`src/rtl/wb_regfile_pkg.sv`:
```
// Shared constants for the writeback stage and register file.
package wb_regfile_pkg;

  localparam int DEF_DWIDTH = 32;
  localparam int DEF_AWIDTH = 32;
  localparam int NUM_REGS   = 32;
  localparam int REG_AW     = 5;

  typedef logic [1:0] memtoreg_t;

  localparam memtoreg_t MEMTOREG_ALU  = 2'b00;
  localparam memtoreg_t MEMTOREG_MEM  = 2'b01;
  localparam memtoreg_t MEMTOREG_LINK = 2'b10;
  localparam memtoreg_t MEMTOREG_SLT  = 2'b11;

endpackage

```
`src/rtl/wb_regfile_wb_mux.sv`:
```
// Writeback source selection: ALU result, memory data, link address or SLT flag.
module wb_mux
  import wb_regfile_pkg::*;
#(
  parameter int DWIDTH = DEF_DWIDTH,
  parameter int AWIDTH = DEF_AWIDTH
) (
  input  logic [1:0]        memtoregin,
  input  logic [DWIDTH-1:0] aluoutin,
  input  logic [DWIDTH-1:0] dmdatain,
  input  logic [AWIDTH-1:0] pcnextin,
  input  logic              negativein,
  output logic [DWIDTH-1:0] wbdata
);

  logic [DWIDTH-1:0] link_val;

  // The link address is resized to the data path: truncated if wider, zero-padded if narrower.
  generate
    if (AWIDTH >= DWIDTH) begin : g_link_trunc
      assign link_val = pcnextin[DWIDTH-1:0];
    end else begin : g_link_ext
      assign link_val = {{(DWIDTH-AWIDTH){1'b0}}, pcnextin};
    end
  endgenerate

  // Pick the writeback value for the retiring instruction.
  always_comb begin
    wbdata = '0;
    case (memtoregin)
      MEMTOREG_ALU:  wbdata = aluoutin;
      MEMTOREG_MEM:  wbdata = dmdatain;
      MEMTOREG_LINK: wbdata = link_val;
      MEMTOREG_SLT:  wbdata = {{(DWIDTH-1){1'b0}}, negativein};
      default:       wbdata = '0;
    endcase
  end

endmodule

```
`src/rtl/wb_regfile.sv`:
```
// 32-entry register file with writeback mux, write-through read bypass and a
// saturating count of effective writes. r0 is hardwired to zero and not stored.
module wb_regfile
  import wb_regfile_pkg::*;
#(
  parameter int DWIDTH = DEF_DWIDTH,
  parameter int AWIDTH = DEF_AWIDTH
) (
  input  logic              clk,
  input  logic              rst,
  input  logic [1:0]        memtoregin,
  input  logic              regwrin,
  input  logic [4:0]        regdstmuxin,
  input  logic [DWIDTH-1:0] aluoutin,
  input  logic [DWIDTH-1:0] dmdatain,
  input  logic [AWIDTH-1:0] pcnextin,
  input  logic              negativein,
  input  logic [4:0]        rsaddr,
  input  logic [4:0]        rtaddr,
  output logic [DWIDTH-1:0] rsdata,
  output logic [DWIDTH-1:0] rtdata,
  output logic [DWIDTH-1:0] wbdata,
  output logic [4:0]        wbaddr,
  output logic              wbvalid,
  output logic [31:0]       wrcount
);

  // Entry k of the array holds architectural register k+1.
  logic [DWIDTH-1:0] regs_q [0:NUM_REGS-2];
  logic [31:0]       wrcount_q;
  logic [31:0]       wrcount_d;
  logic              wr_en;
  logic [REG_AW-1:0] wr_idx;

  wb_mux #(
    .DWIDTH(DWIDTH),
    .AWIDTH(AWIDTH)
  ) u_wb_mux (
    .memtoregin(memtoregin),
    .aluoutin  (aluoutin),
    .dmdatain  (dmdatain),
    .pcnextin  (pcnextin),
    .negativein(negativein),
    .wbdata    (wbdata)
  );

  assign wr_en   = regwrin && (regdstmuxin != '0) && !rst;
  assign wr_idx  = regdstmuxin - 5'd1;
  assign wbaddr  = regdstmuxin;
  assign wbvalid = wr_en;
  assign wrcount = wrcount_q;

  // Register storage: cleared by reset, written with the selected value on an effective write.
  always_ff @(posedge clk or posedge rst) begin
    if (rst) begin
      for (int i = 0; i < NUM_REGS - 1; i++) begin
        regs_q[i] <= '0;
      end
    end else if (wr_en) begin
      regs_q[wr_idx] <= wbdata;
    end
  end

  // Write counter sticks at all-ones instead of wrapping.
  always_comb begin
    wrcount_d = wrcount_q;
    if (wr_en && (wrcount_q != 32'hFFFF_FFFF)) begin
      wrcount_d = wrcount_q + 32'd1;
    end
  end

  // Write counter state.
  always_ff @(posedge clk or posedge rst) begin
    if (rst) begin
      wrcount_q <= '0;
    end else begin
      wrcount_q <= wrcount_d;
    end
  end

  // Two identical read ports; each forwards the in-flight write when addresses match.
  logic [REG_AW-1:0] rd_addr [2];
  logic [DWIDTH-1:0] rd_data [2];

  assign rd_addr[0] = rsaddr;
  assign rd_addr[1] = rtaddr;
  assign rsdata     = rd_data[0];
  assign rtdata     = rd_data[1];

  generate
    for (genvar gi = 0; gi < 2; gi++) begin : g_rd
      logic [REG_AW-1:0] rd_idx;
      assign rd_idx = rd_addr[gi] - 5'd1;

      // Read port: zero in reset or for r0, bypass on a matching write, else stored value.
      always_comb begin
        rd_data[gi] = '0;
        if (rst || (rd_addr[gi] == '0)) begin
          rd_data[gi] = '0;
        end else if (wr_en && (rd_addr[gi] == regdstmuxin)) begin
          rd_data[gi] = wbdata;
        end else begin
          rd_data[gi] = regs_q[rd_idx];
        end
      end
    end
  endgenerate

endmodule

```
`config.mk`:
```
export PLATFORM = sky130hd
export DESIGN_NAME = wb_regfile
export DESIGN_NICKNAME = d
export VERILOG_FILES = /design/src/rtl/wb_regfile_pkg.sv /design/src/rtl/wb_regfile_wb_mux.sv /design/src/rtl/wb_regfile.sv
export SDC_FILE = /design/constraint.sdc
export NUM_CORES = 2
export LEC_CHECK = 0
export CAP_MARGIN = 30
export CORE_ASPECT_RATIO = 0.5
export CORE_UTILIZATION = 62
export CTS_CLUSTER_DIAMETER = 150
export CTS_CLUSTER_SIZE = 8
export DETAILED_ROUTE_END_ITERATION = 10
export GPL_TIMING_DRIVEN = 0
export PLACE_DENSITY = 0.82
export SYNTH_ARGS = -nofsm -noshare
export SYNTH_HDL_FRONTEND = slang
export SYNTH_HIERARCHICAL = 1
export SYNTH_SLANG_ARGS = --single-unit
```
`constraint.sdc`:
```
create_clock -name clk -period 49 [get_ports clk]
set_input_delay 9.8 -clock clk [delete_from_list [all_inputs] [get_ports clk]]
set_output_delay 9.8 -clock clk [all_outputs]
set_load 0.05 [all_outputs]
```
[Word level (Yosys, flattened, before mapping)]
Index checks and enable logic that the tools add are counted.
W data, S select, Z words.
Word-level totals
  input port bits: 117
  flip-flop bits (word level): 1024
  logic and storage cells: 76
  output and inout bits: 134
Cells by class
  bitwise operators: 3
  order comparisons: 4
  equal/unequal tests: 6
  reductions and logical operators: 13
  add/sub/neg operators: 4
  mux-type cells: 14
Operators by type and width (count)
  $bwmux W992: 1
  $bmux W32 S5: 2
  $mux W32: 9
  $demux W32 S5: 1
  $pmux W32 S4: 1
  $add A32 B1 Y32 const B: 1
  $ne A32 B32 Y1 const B: 1
  $ge A6 B6 Y1 const B: 3
  $not A5 Y6: 3
  $sub A5 B1 Y5 const B: 3
  $eq A5 B5 Y1: 2
  $logic_not A5 Y1: 2
  $logic_and A1 B1 Y1: 6
  $lt A6 B1 Y1 const B: 1
  $reduce_bool A5 Y1: 1
  $eq A2 B2 Y1 const B: 2
  $eq A2 B1 Y1 const B: 1
  $logic_not A2 Y1: 1
  $logic_or A1 B1 Y1: 2
  $logic_not A1 Y1: 1

[Longest topological paths before layout]
  depth after elaboration: 7
  depth in mapped cells: 16

[Modules after synthesis]
Netlist, hierarchy kept.
Modules (own cells, without submodules)
  wb_regfile: seq. area each 25624.6 um^2, cells an instance 4544, area an instance 55933.6 um^2, instances 1
  wb_mux: seq. area each 0.0 um^2, cells an instance 75, area an instance 772.0 um^2, instances 1

[Least setup slack after synthesis]
No wires, ideal clock.
  path type: input -> output
  from: in rsaddr[0]
  to: out rsdata[10]
  stages: 15
  required time: 39.200 ns
  slack: 25.611 ns
  arrival: 13.589 ns
  path through: clkbuf_1 -> buf_2 -> inv_1 -> buf_2 -> buf_1 -> clkbuf_1 -> ha_1 -> buf_4 -> buf_4 -> buf_2 -> buf_2 -> buf_1 -> a221o_1 -> o211ai_1 -> a31oi_1
Between the ends
  cells in the longest elaborated chain, start to end: 7
RTL lines
  from (decl): RTL line wb_regfile.sv:18  | input logic [4:0] rsaddr,
  $sub A5 B1 Y5: RTL line wb_regfile.sv:93  | assign rd_idx = rd_addr[gi] - 5'd1;
  $not A5 Y6 (implied by the code): RTL line wb_regfile.sv:103  | rd_data[gi] = regs_q[rd_idx];
  $bmux W32 S5: RTL line wb_regfile.sv:103
  $mux W32 (implied by the code) (2 in series): RTL line wb_regfile.sv:103
  $mux W32: RTL line wb_regfile.sv:100  | end else if (wr_en && (rd_addr[gi] == regdstmuxin)) begin
  $mux W32 *: RTL line wb_regfile.sv:98  | if (rst || (rd_addr[gi] == '0)) begin
  to (decl): RTL line wb_regfile.sv:20  | output logic [DWIDTH-1:0] rsdata,
Every way passes the cells marked *; elsewhere a longest branch is shown, timed or not. The select of a mux whose other input is x is not followed.

[Final worst setup path]
  from: in rsaddr[0]
  to: out rsdata[27]
Same word-level chain as after synthesis.

==> flow_summary_export.csv <==
group,metric,value,unit
setup_path,slowest_delay,0.81,ns
clocking,tritoncts,"done",
place,post_dp_cell_area,61200,um2
synthesis,synthFlopType,"dfrtp_1",
clocking,clkTransAtPathRegs,0.05,ns
setup_path,crit_family,"buffers and inverters",
synthesis,syn_area,56700,um2
synthesis,async_reset_ff_share,100,%
synthesis,seq_area_frac_synth,45.2,%
place,dp_hpwl,160000,um
outcome,outcome,"finished, final reports clean",
synthesis,netlist_instances,4619,
clocking,cts_setup_buffers,0,
setup_path,cp_num_buf_inv,11,
clocking,numClockSinks,1024,
pwr,p_per_area,38.4,nW/um2
setup_path,rrSetupSlack,46.43,ns
grt,antenna_found_initial,6,
final_layout,n_fill_cell,6004,
timing,min_period,27.18,ns
synthesis,ys_types,68,
routing,antenna_left,0,
synthesis,synth.avg_cell_area,12.3,um2
routing,viasPerCell,7.49,
die,dieArea,92700,um2
die,core,89400,um2
die,start_util,63.4,%
final_layout,stdcell_area,65300,um2
setup_path,cp_cell_sequence,"clkbuf_1 -> buf_2 -> inv_1 -> buf_2 -> buf_1 -> buf_8 -> clkbuf_1 -> ha_1 -> buf_4 -> buf_2 -> nor2_1 -> clkbuf_1 -> a32oi_1 -> a32oi_1 -> a21boi_1 -> a31oi_1 -> clkdlybuf4s50_1",
final_layout,area_growth_syn_to_layout,15.1,%
clocking,cts.repair.resized,0,
timing,min_period_over_period,55.5,%
place,gp_congestion,1.11,
grt,grt_overflow,0,
clocking,root_buffer,"clkbuf_16",
setup_path,endpoint_kind,"primary output",
die,row_count,77,
synthesis,synth.net_count,4739,
setup_path,path_class,"primary input to primary output",
die,ios,251,
routing,firstDrtPassIters,10,
routing,first_iter_violations,7980,
grt,track_usage,46.4,%
timing,tightest_slew,1.15,ns
place,io_buffers,239,
synthesis,yosys_warnings,6,
clocking,clock_latency,0.78,ns
setup_path,cp-start-kind,"primary input",
routing,remaining_drc_errors,0,
routing,drt-wirelength-per-cell,34.3,um
timing,slew_headroom,23.1,%
timing,rsz0062_at_grt,"no",
clocking,cts_buffers,145,
clocking,cts_buffer_depth,3,
timing,slew_viol_final,0,
run,max_cap_violations,0,
timing,fmax,36.8,MHz
setup_path,worstPathRequired,39.20,ns
clocking,cts_hold_buf,0,
grt,grt_max_degree,138,
clocking,htreeDepth,4,
synthesis,synth_seq_cells,1024,
die,die_w,430,um
final_layout,drive_above_1_share,28.2,%
timing,setup_viol,0,
grt,grt_first_pass_wirelength,313000,um
pwr,total_leakage_power,0.0293,uW
setup_path,cp.arrival,17.38,ns
pwr,ir_drop,0.0290,mV
grt,grt_pass1_vias,47300,
setup_path,cpMaxStageDelayCell,"nor2_1",
routing,num_vias,46900,
final_layout,fin_nets,5177,
setup_path,cp_max_fo,10,
worst_hold_path,hp-class,"flip-flop to flip-flop",
timing,hold_viol_final,0,
die,die-height,216,um
routing,finalWirelength,215000,um
timing,skew,0.00514,ns
final_layout,fin_util,73.0,%
synthesis,synth-edff-count,0,
## metrics by stage
| step | hold WS [ns] | cells | worst slack, ns | power [uW] | TNS, ns |
|---|---|---|---|---|---|
| floorplan | 0.470 | 4619 | 10.38 | 1370 | 0 |
| global placement | 0.486 | 6043 | -0.0644 | 1540 | -13.92 |
| detailed placement | 0.493 | 6083 | 22.46 | 1570 | 0 |
| CTS | 0.509 | 6243 | 22.41 | 2480 | 0 |
| global route | 0.523 | 6255 | 22.14 | 2570 | 0 |
| finish | 0.504 | 6263 | 21.82 | 2510 | 0 |
## registers in the layout, summed over array words and instances (netlist names)
name	flops
regs_q	992
wrcount	32
## cells by family after synthesis
logic type | count (synthesis) | synth area share (%)
buf+inv | 495 | 4.08
flops | 1024 | 45.2
mux | 1568 | 35.1
simple gates | 858 | 6.41
xor+xnor | 51 | 0.834
compound gates | 620 | 8.32
fa+ha+maj | 3 | 0.0662
## path summary, 6_finish.rpt
path | startpoint | endpoint | depth (start not counted)
worst max register to register | wrcount[0]$_DFFE_PP0P_ | wrcount[29]$_DFFE_PP0P_ | 9
max in group asynchronous | rst | regs_q[246]$_DFFE_PP0P_ | 5
worst max-delay path | rsaddr[0] | rsdata[27] | 17
worst min register to register | wrcount[30]$_DFFE_PP0P_ | wrcount[30]$_DFFE_PP0P_ | 1
min in group asynchronous | rst | regs_q[159]$_DFFE_PP0P_ | 2
worst min-delay path | wrcount[30]$_DFFE_PP0P_ | wrcount[30]$_DFFE_PP0P_ | 1
## cell type report
| type | instances | area (um2) | share of cell area, % |
|---|---|---|---|
| buffer | 485 | 2270 | 3.48 |
| sequential | 1024 | 25600 | 39.3 |
| clock inverter | 14 | 245 | 0.376 |
| antenna | 8 | 20.0 | 0.0307 |
| tap | 1185 | 1480 | 2.27 |
| clock buffer | 146 | 3650 | 5.60 |
| inverter | 10 | 45.0 | 0.0690 |
| multi-input combinational | 3100 | 28800 | 44.1 |
| timing repair buffer | 291 | 3130 | 4.80 |
## layer usage
layer / vias up / wire length, um / global-route usage [%]
met3: 917 / 31900 / 17.8
li1: 18100 / - / -
met2: 4029 / 89500 / 64.3
met5: - / 72 / 0
met1: 23800 / 79000 / 61.6
met4: 12 / 14500 / 28.2
## synth_stat cells (33+ instances only)
| cell type | number | share of area (%) |
|---|---|---|
| nor2_1 | 68 | 0.45 |
| nand2_1 | 604 | 4.0 |
| mux2_2 | 776 | 15 |
| a31oi_1 | 67 | 0.74 |
| o21ai_0 | 64 | 0.56 |
| buf_2 | 146 | 1.3 |
| a22oi_1 | 62 | 0.82 |
| dfrtp_1 | 1024 | 45 |
| buf_1 | 45 | 0.30 |
| mux4_2 | 231 | 9.2 |
| mux2i_1 | 281 | 5.0 |
| clkbuf_1 | 245 | 1.6 |
| o211ai_1 | 33 | 0.44 |
| nand4_1 | 43 | 0.47 |
| mux2_1 | 280 | 5.6 |
| a21oi_1 | 37 | 0.33 |
| buf_4 | 34 | 0.45 |
| a32oi_1 | 156 | 2.4 |
| nand3_1 | 81 | 0.71 |
## power by group
group	switching, uW	total [uW]	internal [uW]
clock	392	921	529
combinational	318	547	228
sequential	90.4	1040	951
## placed cells by master, fill, tap and decap left out, drive strengths merged, types with 3 or more instances in the layout
master,instances
nor4,3
and3,8
or3,4
nor2b,5
xnor2,29
mux2i,281
dlymetal6s2s,3
o2bb2ai,31
mux2,1056
clkbuf,391
and2,7
and4,5
a221oi,31
nor2,68
o21ai,69
mux4,231
a21boi,59
a21oi,37
nand2b,8
clkinv,7
clkdlybuf4s50,239
nand2,604
a31oi,67
a22oi,62
a311oi,31
xor2,22
a221o,30
nand4,43
inv,17
o211ai,33
diode,8
a32oi,156
nor3,11
buf,289
dfrtp,1024
nand3,82
ha,3
Power figures use the tool's default switching activity.
